### src/rtl/load_store_unit_pkg.sv
// Shared encodings for the load/store unit: memory access sizes, funct3
// size codes, exception causes and FSM states.
package load_store_unit_pkg;

    typedef enum logic [1:0] {
        DM_NONE = 2'b00,
        DM_BYTE = 2'b01,
        DM_HALF = 2'b10,
        DM_WORD = 2'b11
    } dm_size_e;

    localparam logic [2:0] F3_B  = 3'b000;
    localparam logic [2:0] F3_H  = 3'b001;
    localparam logic [2:0] F3_W  = 3'b010;
    localparam logic [2:0] F3_BU = 3'b100;
    localparam logic [2:0] F3_HU = 3'b101;

    localparam logic [1:0] CAUSE_NONE           = 2'b00;
    localparam logic [1:0] CAUSE_LOAD_MISALIGN  = 2'b01;
    localparam logic [1:0] CAUSE_STORE_MISALIGN = 2'b10;
    localparam logic [1:0] CAUSE_ILLEGAL        = 2'b11;

    typedef enum logic {
        ST_IDLE      = 1'b0,
        ST_LOAD_WAIT = 1'b1
    } lsu_state_e;

    // Access size implied by a funct3 code; DM_NONE marks an illegal code.
    function automatic dm_size_e f3_size(input logic [2:0] f3);
        case (f3)
            F3_B, F3_BU: f3_size = DM_BYTE;
            F3_H, F3_HU: f3_size = DM_HALF;
            F3_W:        f3_size = DM_WORD;
            default:     f3_size = DM_NONE;
        endcase
    endfunction

endpackage

### src/rtl/load_extend.sv
// Extracts the addressed byte/half/word from an aligned memory word and
// sign- or zero-extends it according to the load's funct3.
module load_extend
    import load_store_unit_pkg::*;
(
    input  logic [31:0] word,
    input  logic [1:0]  offset,
    input  logic [2:0]  funct3,
    output logic [31:0] result
);

    logic [7:0]  byte_sel;
    logic [15:0] half_sel;

    // Lane selection and extension; funct3[2] set means unsigned.
    always_comb begin
        byte_sel = word[8*offset +: 8];
        half_sel = offset[1] ? word[31:16] : word[15:0];
        case (f3_size(funct3))
            DM_BYTE: result = {{24{byte_sel[7] & ~funct3[2]}}, byte_sel};
            DM_HALF: result = {{16{half_sel[15] & ~funct3[2]}}, half_sel};
            default: result = word;
        endcase
    end

endmodule

### src/rtl/load_store_unit.sv
// MEM-stage load/store unit: accepts one request at a time, issues the data
// memory access, aligns/extends load data and flags misaligned or illegal
// requests to the trap logic.
module load_store_unit
    import load_store_unit_pkg::*;
(
    input  logic        clk,
    input  logic        rst_n,
    input  logic        req_valid,
    output logic        req_ready,
    input  logic        req_load,
    input  logic        req_store,
    input  logic [2:0]  req_funct3,
    input  logic [31:0] req_addr,
    input  logic [31:0] req_wdata,
    input  logic [4:0]  req_rd,
    output logic        dm_read,
    output logic [1:0]  dm_write,
    output logic [31:0] dm_addr,
    output logic [31:0] dm_wdata,
    input  logic [31:0] dm_rdata,
    output logic        wb_valid,
    output logic [4:0]  wb_rd,
    output logic [31:0] wb_data,
    output logic        exc_valid,
    output logic [1:0]  exc_cause,
    output logic [31:0] exc_addr,
    input  logic        flush
);

    lsu_state_e  state_q;
    logic [2:0]  funct3_q;
    logic [1:0]  offset_q;
    logic [4:0]  rd_q;
    logic        wb_valid_q;
    logic [4:0]  wb_rd_q;
    logic [31:0] wb_data_q;
    logic        exc_valid_q;
    logic [1:0]  exc_cause_q;
    logic [31:0] exc_addr_q;

    dm_size_e    size;
    logic        take;
    logic        illegal;
    logic        misalign;
    logic        go;
    logic        exc_valid_d;
    logic [1:0]  exc_cause_d;
    logic [31:0] ext_result;

    load_extend u_extend (
        .word   (dm_rdata),
        .offset (offset_q),
        .funct3 (funct3_q),
        .result (ext_result)
    );

    // Request decode; memory strobes are only raised for a legal aligned
    // access accepted this cycle, and never while reset is asserted.
    always_comb begin
        req_ready   = rst_n && (state_q == ST_IDLE);
        take        = req_valid && req_ready && !flush && (req_load || req_store);
        size        = f3_size(req_funct3);
        illegal     = (req_load && req_store) || (size == DM_NONE)
                      || (req_store && req_funct3[2]);
        misalign    = ((size == DM_HALF) && req_addr[0])
                      || ((size == DM_WORD) && (req_addr[1:0] != 2'b00));
        go          = take && !illegal && !misalign;
        dm_read     = go && req_load;
        dm_write    = (go && req_store) ? size : DM_NONE;
        dm_addr     = req_addr;
        dm_wdata    = req_wdata;
        exc_valid_d = take && (illegal || misalign);
        exc_cause_d = illegal  ? CAUSE_ILLEGAL :
                      req_load ? CAUSE_LOAD_MISALIGN : CAUSE_STORE_MISALIGN;
    end

    // Control FSM with registered writeback and exception outputs.
    always_ff @(posedge clk or negedge rst_n) begin
        if (!rst_n) begin
            state_q     <= ST_IDLE;
            funct3_q    <= 3'b000;
            offset_q    <= 2'b00;
            rd_q        <= 5'd0;
            wb_valid_q  <= 1'b0;
            wb_rd_q     <= 5'd0;
            wb_data_q   <= 32'd0;
            exc_valid_q <= 1'b0;
            exc_cause_q <= CAUSE_NONE;
            exc_addr_q  <= 32'd0;
        end else begin
            wb_valid_q  <= 1'b0;
            exc_valid_q <= exc_valid_d;
            if (exc_valid_d) begin
                exc_cause_q <= exc_cause_d;
                exc_addr_q  <= req_addr;
            end
            case (state_q)
                ST_IDLE: begin
                    if (dm_read) begin
                        state_q  <= ST_LOAD_WAIT;
                        funct3_q <= req_funct3;
                        offset_q <= req_addr[1:0];
                        rd_q     <= req_rd;
                    end
                end
                ST_LOAD_WAIT: begin
                    state_q <= ST_IDLE;
                    // A flush drops the load; an exception always wins the slot.
                    if (!flush && !exc_valid_d) begin
                        wb_valid_q <= 1'b1;
                        wb_rd_q    <= rd_q;
                        wb_data_q  <= ext_result;
                    end
                end
                default: state_q <= ST_IDLE;
            endcase
        end
    end

    assign wb_valid  = wb_valid_q;
    assign wb_rd     = wb_rd_q;
    assign wb_data   = wb_data_q;
    assign exc_valid = exc_valid_q;
    assign exc_cause = exc_cause_q;
    assign exc_addr  = exc_addr_q;

endmodule
### config.mk
export PLATFORM = sky130hd
export DESIGN_NAME = load_store_unit
export DESIGN_NICKNAME = d
export VERILOG_FILES = /design/src/rtl/load_store_unit_pkg.sv /design/src/rtl/load_extend.sv /design/src/rtl/load_store_unit.sv
export SDC_FILE = /design/constraint.sdc
export NUM_CORES = 1
export LEC_CHECK = 0
export ABC_AREA = 1
export CAP_MARGIN = 20
export CORE_ASPECT_RATIO = 1.1
export CORE_MARGIN = 1
export CORE_UTILIZATION = 43
export CTS_CLUSTER_SIZE = 12
export DETAILED_ROUTE_END_ITERATION = 10
export GPL_TIMING_DRIVEN = 0
export PLACE_DENSITY = 0.88
export SYNTH_ARGS = -nofsm -noshare
export SYNTH_HDL_FRONTEND = slang
export SYNTH_SLANG_ARGS = --single-unit
### constraint.sdc
create_clock -name clk -period 6.1 [get_ports clk]
set_input_delay 0.61 -clock clk [delete_from_list [all_inputs] [get_ports clk]]
set_output_delay 0.61 -clock clk [all_outputs]
set_load 0.02 [all_outputs]
==> results.md <==
- The cell count after placement is 975.
- Compared with the post-synthesis result, the final layout area differs by 58.6%.
- The DRC violation total after the first TritonRoute iteration is 198.
- The highest fanout seen on the critical path is 50.
- The remaining max-slew budget at the tightest pin is 0.665.
- The number of H-tree branching levels is 3.
- The run finished with clean final reports.
- In the synthesized netlist, the number of instances is 613.
- The net total in the final layout is 955.
- Buffers placed on the I/O ports in this run total 218.
- Each instance of the synthesized netlist takes up on average 7.53 um2.
- The tool flagged a number of max-cap violations equal to 0.
- The number of failing hold endpoints at the final stage came to 0.
- The layout filler cell count is 812.
- The leftover overflow at the end of global routing is 0.
- The number of buffers inserted for hold repair after clock tree synthesis is 0.
- The mapped cell area is 4610 um2.
- After detailed routing, the number of remaining DRC violations is 0.
- The die covers 11100 um2.
- The initial antenna violation count came to 0.
- The final instance area is 7320 um2.
- STA classifies the critical path endpoint as a primary output.
- The number of clock buffers added by TritonCTS is 9.
- The setup total negative slack is 0 ns.
- The power per unit of standard cell area is 316 nW/um2.
- The yosys synthesis warning count is 0.
- On the final layout, the worst clock skew is 0.00214 ns.
- Measured along the y axis, the die boundary spans 111 um.
- The via count of the first global-routing pass was 4791.
- The synthesized design contains 84 register bits.
- The final critical-path required period is 3.46 ns.
- The via total after detailed routing is 4780.
- The number of clock sinks seen by CTS is 84.
- The maximum count of clock buffers along a single path is 2.
- After detailed routing, the number of vias per cell comes to 4.82.
- The floorplan step set the die width to 101 um.
- The antenna diode count is 0.
- For this run, the total global-route usage over all layers was measured as 0.267.
- Setup repair after global routing left no endpoint under its margin.
- The share of synthesized area in the top cell type comes to 0.456.
- The number of gates resized after CTS was 0.
- The clock transition at the registers of the reported paths is 0.06 ns.
- The average wire per standard cell is 14.6 um.
- Across the VDD grid, the largest voltage drop is 0.000163 V.
- The clock latency reported for the late side of the worst-skew pair is 0.34 ns.
- The routed wire length is 14.5 mm.
- STA puts the critical path data required time at 5.49 ns.
- In this run the count of I/O pins placed on the die edge is 251.
- The final number of max-transition violations came to 0.
- The final weighted congestion of routability-driven global placement is 0.989.
- The critical path class is in2out.
- The number of setup buffers added after CTS is 0.
- The first global-routing pass estimated 23.0 mm of wire.
- The clock tree root driver cell is sky130_fd_sc_hd__clkbuf_16.
- The initialized floorplan defines 39 standard-cell rows.
- Static timing analysis puts the maximum clock frequency at 0.289 GHz.
- In this run the remaining antenna-violating nets after routing total 0.
- Summed over all nets, the half-perimeter wirelength after detailed placement is 11.0 mm.
- The fraction of the cycle the final worst path needs is 0.566.
- The critical path startpoint category is an input port.
- The worst min-delay path category is in2async.
- The slew at the pin with the worst max-slew slack is 0.502 ns.
- For this run, the number of standard cells in the final layout without fillers is 991.
- Counting distinct cell types in the post-synthesis netlist gives 22.
- The data arrival time of the critical path is 2.85 ns.
- Entering global routing, the biggest net connects 51 pins.
- Setup violations remaining at the end of the flow were counted as 0.
- The cell type contributing the most total cell area after synthesis is sky130_fd_sc_hd__dfrtp_1.
- Counting every net in the synthesized netlist gives 725.
- The leakage power of the design is 3.68 nW.
- The first TritonRoute pass finished after 7 iterations.
- In the post-synthesis netlist, the biggest area contributors are sky130_fd_sc_hd__dfrtp_1 (46%), sky130_fd_sc_hd__nand2_1 (21%), sky130_fd_sc_hd__buf_4 (11%).
- TritonCTS built the clock tree.
- Once placement finished, the instance area stood at 7000 um2.
- The initial utilization of the core area, before any placement, comes to 0.444.
- The share of post-route cells with drive strength above 1 is 0.136.
- Of the synthesized area, sequential elements account for 0.456.
- For this run, the share of the core covered by cells in the final layout is 0.704.
- The worst slack on hold paths is 0.228 ns.
- The area inside the core boundary is 10400 um2.
==> registers in the layout, indices dropped and copies added (netlist names), 2 cells and up <==
register	flops
exc_addr	32
wb_data	32
rd_q	5
wb_rd	5
funct3_q	3
exc_cause	2
offset_q	2
==> through the flow <==
stage          setup slack [ns]  total power [mW]
2_1_floorplan              3.76              1.28
3_3_place_gp            -0.0159              1.70
3_5_place_dp               2.59              1.72
4_1_cts                    2.59              2.31
5_1_grt                    2.38              2.44
6_report                   2.64              2.31
==> critical path, stage by stage <==
cell and delay [ns]:
sky130_fd_sc_hd__buf_4 0.39, sky130_fd_sc_hd__buf_16 0.30, sky130_fd_sc_hd__inv_1 0.06, sky130_fd_sc_hd__nor2_1 0.13, sky130_fd_sc_hd__nand3_1 0.12, sky130_fd_sc_hd__nor2_1 0.17, sky130_fd_sc_hd__nand3_1 0.14, sky130_fd_sc_hd__buf_2 0.22
sky130_fd_sc_hd__inv_1 0.07, sky130_fd_sc_hd__clkdlybuf4s50_1 0.59
==> metal layers <==
metal  share of wire  vias up  global-route usage
met5               0        -                   0
met4           0.027        0               0.116
met3           0.098       33              0.0886
met2            0.50      209               0.458
met1            0.37     2195               0.298
li1                -     2343                   -
==> worst paths after layout <==
kind	start	endpoint	slack [ns]	cells past startpoint
setup / recovery	rst_n	dm_read	2.64	10
hold / removal	rst_n	wb_data[15]	0.23	1
setup reg to reg	funct3_q[2]	wb_data[8]	3.69	10
hold reg to reg	exc_addr[24]	exc_addr[24]	0.47	2
max in group asynchronous	rst_n	exc_addr[3]	5.27	2
min in group clk	exc_addr[24]	exc_addr[24]	0.47	2
==> layout make-up <==
cell class,count,area [um2],share of cell area
buffer,94,642,0.0877
clock buffer,10,229,0.0313
clock inverter,6,88.8,0.0121
inverter,29,109,0.0149
multi-input combinational,406,1760,0.241
sequential,84,2100,0.287
tap,143,179,0.0245
timing repair buffer,219,2210,0.302
==> synthesized netlist by cell type <==
master                       n
sky130_fd_sc_hd__inv_2       4
sky130_fd_sc_hd__inv_1      25
sky130_fd_sc_hd__nand2_1   257
sky130_fd_sc_hd__o21ai_0    25
sky130_fd_sc_hd__nand4_1    11
sky130_fd_sc_hd__a21oi_2     1
sky130_fd_sc_hd__nand2_4     1
sky130_fd_sc_hd__a21oi_1    12
sky130_fd_sc_hd__o211ai_1    1
sky130_fd_sc_hd__nand2_2     2
sky130_fd_sc_hd__dfrtp_1    84
sky130_fd_sc_hd__ha_1        2
sky130_fd_sc_hd__buf_6       4
sky130_fd_sc_hd__nor3_1      1
sky130_fd_sc_hd__nand3_1    63
sky130_fd_sc_hd__clkbuf_1   13
sky130_fd_sc_hd__nand3b_1    1
sky130_fd_sc_hd__nor2_1     20
sky130_fd_sc_hd__or2_2       2
sky130_fd_sc_hd__a31o_2      7
sky130_fd_sc_hd__buf_2      12
sky130_fd_sc_hd__buf_4      65
==> logic make-up after synthesis <==
family / share of synthesized area
flops: 0.456
fa+ha+maj: 0.00542
compound gates: 0.0570
buf+inv: 0.163
simple gates: 0.319
==> where the power goes <==
| part | leakage [nW] | internal [mW] | switching [mW] | total, mW |
|---|---|---|---|---|
| logic | 2.45 | 0.427 | 0.546 | 0.973 |
| clock network | 0.149 | 0.359 | 0.231 | 0.589 |
| registers | 1.08 | 0.675 | 0.0721 | 0.747 |
| total | 3.68 | 1.46 | 0.849 | 2.31 |
==> placed cells by master (no fill, tap or decap), types with 9 or more instances in the layout <==
cell,count
sky130_fd_sc_hd__a21oi_1,12
sky130_fd_sc_hd__buf_2,12
sky130_fd_sc_hd__buf_4,66
sky130_fd_sc_hd__clkbuf_1,14
sky130_fd_sc_hd__clkbuf_16,9
sky130_fd_sc_hd__clkdlybuf4s50_1,217
sky130_fd_sc_hd__dfrtp_1,84
sky130_fd_sc_hd__inv_1,25
sky130_fd_sc_hd__nand2_1,257
sky130_fd_sc_hd__nand3_1,63
sky130_fd_sc_hd__nand4_1,11
sky130_fd_sc_hd__nor2_1,20
sky130_fd_sc_hd__o21ai_0,25
No activity file was read; power rests on OpenSTA's default activity.
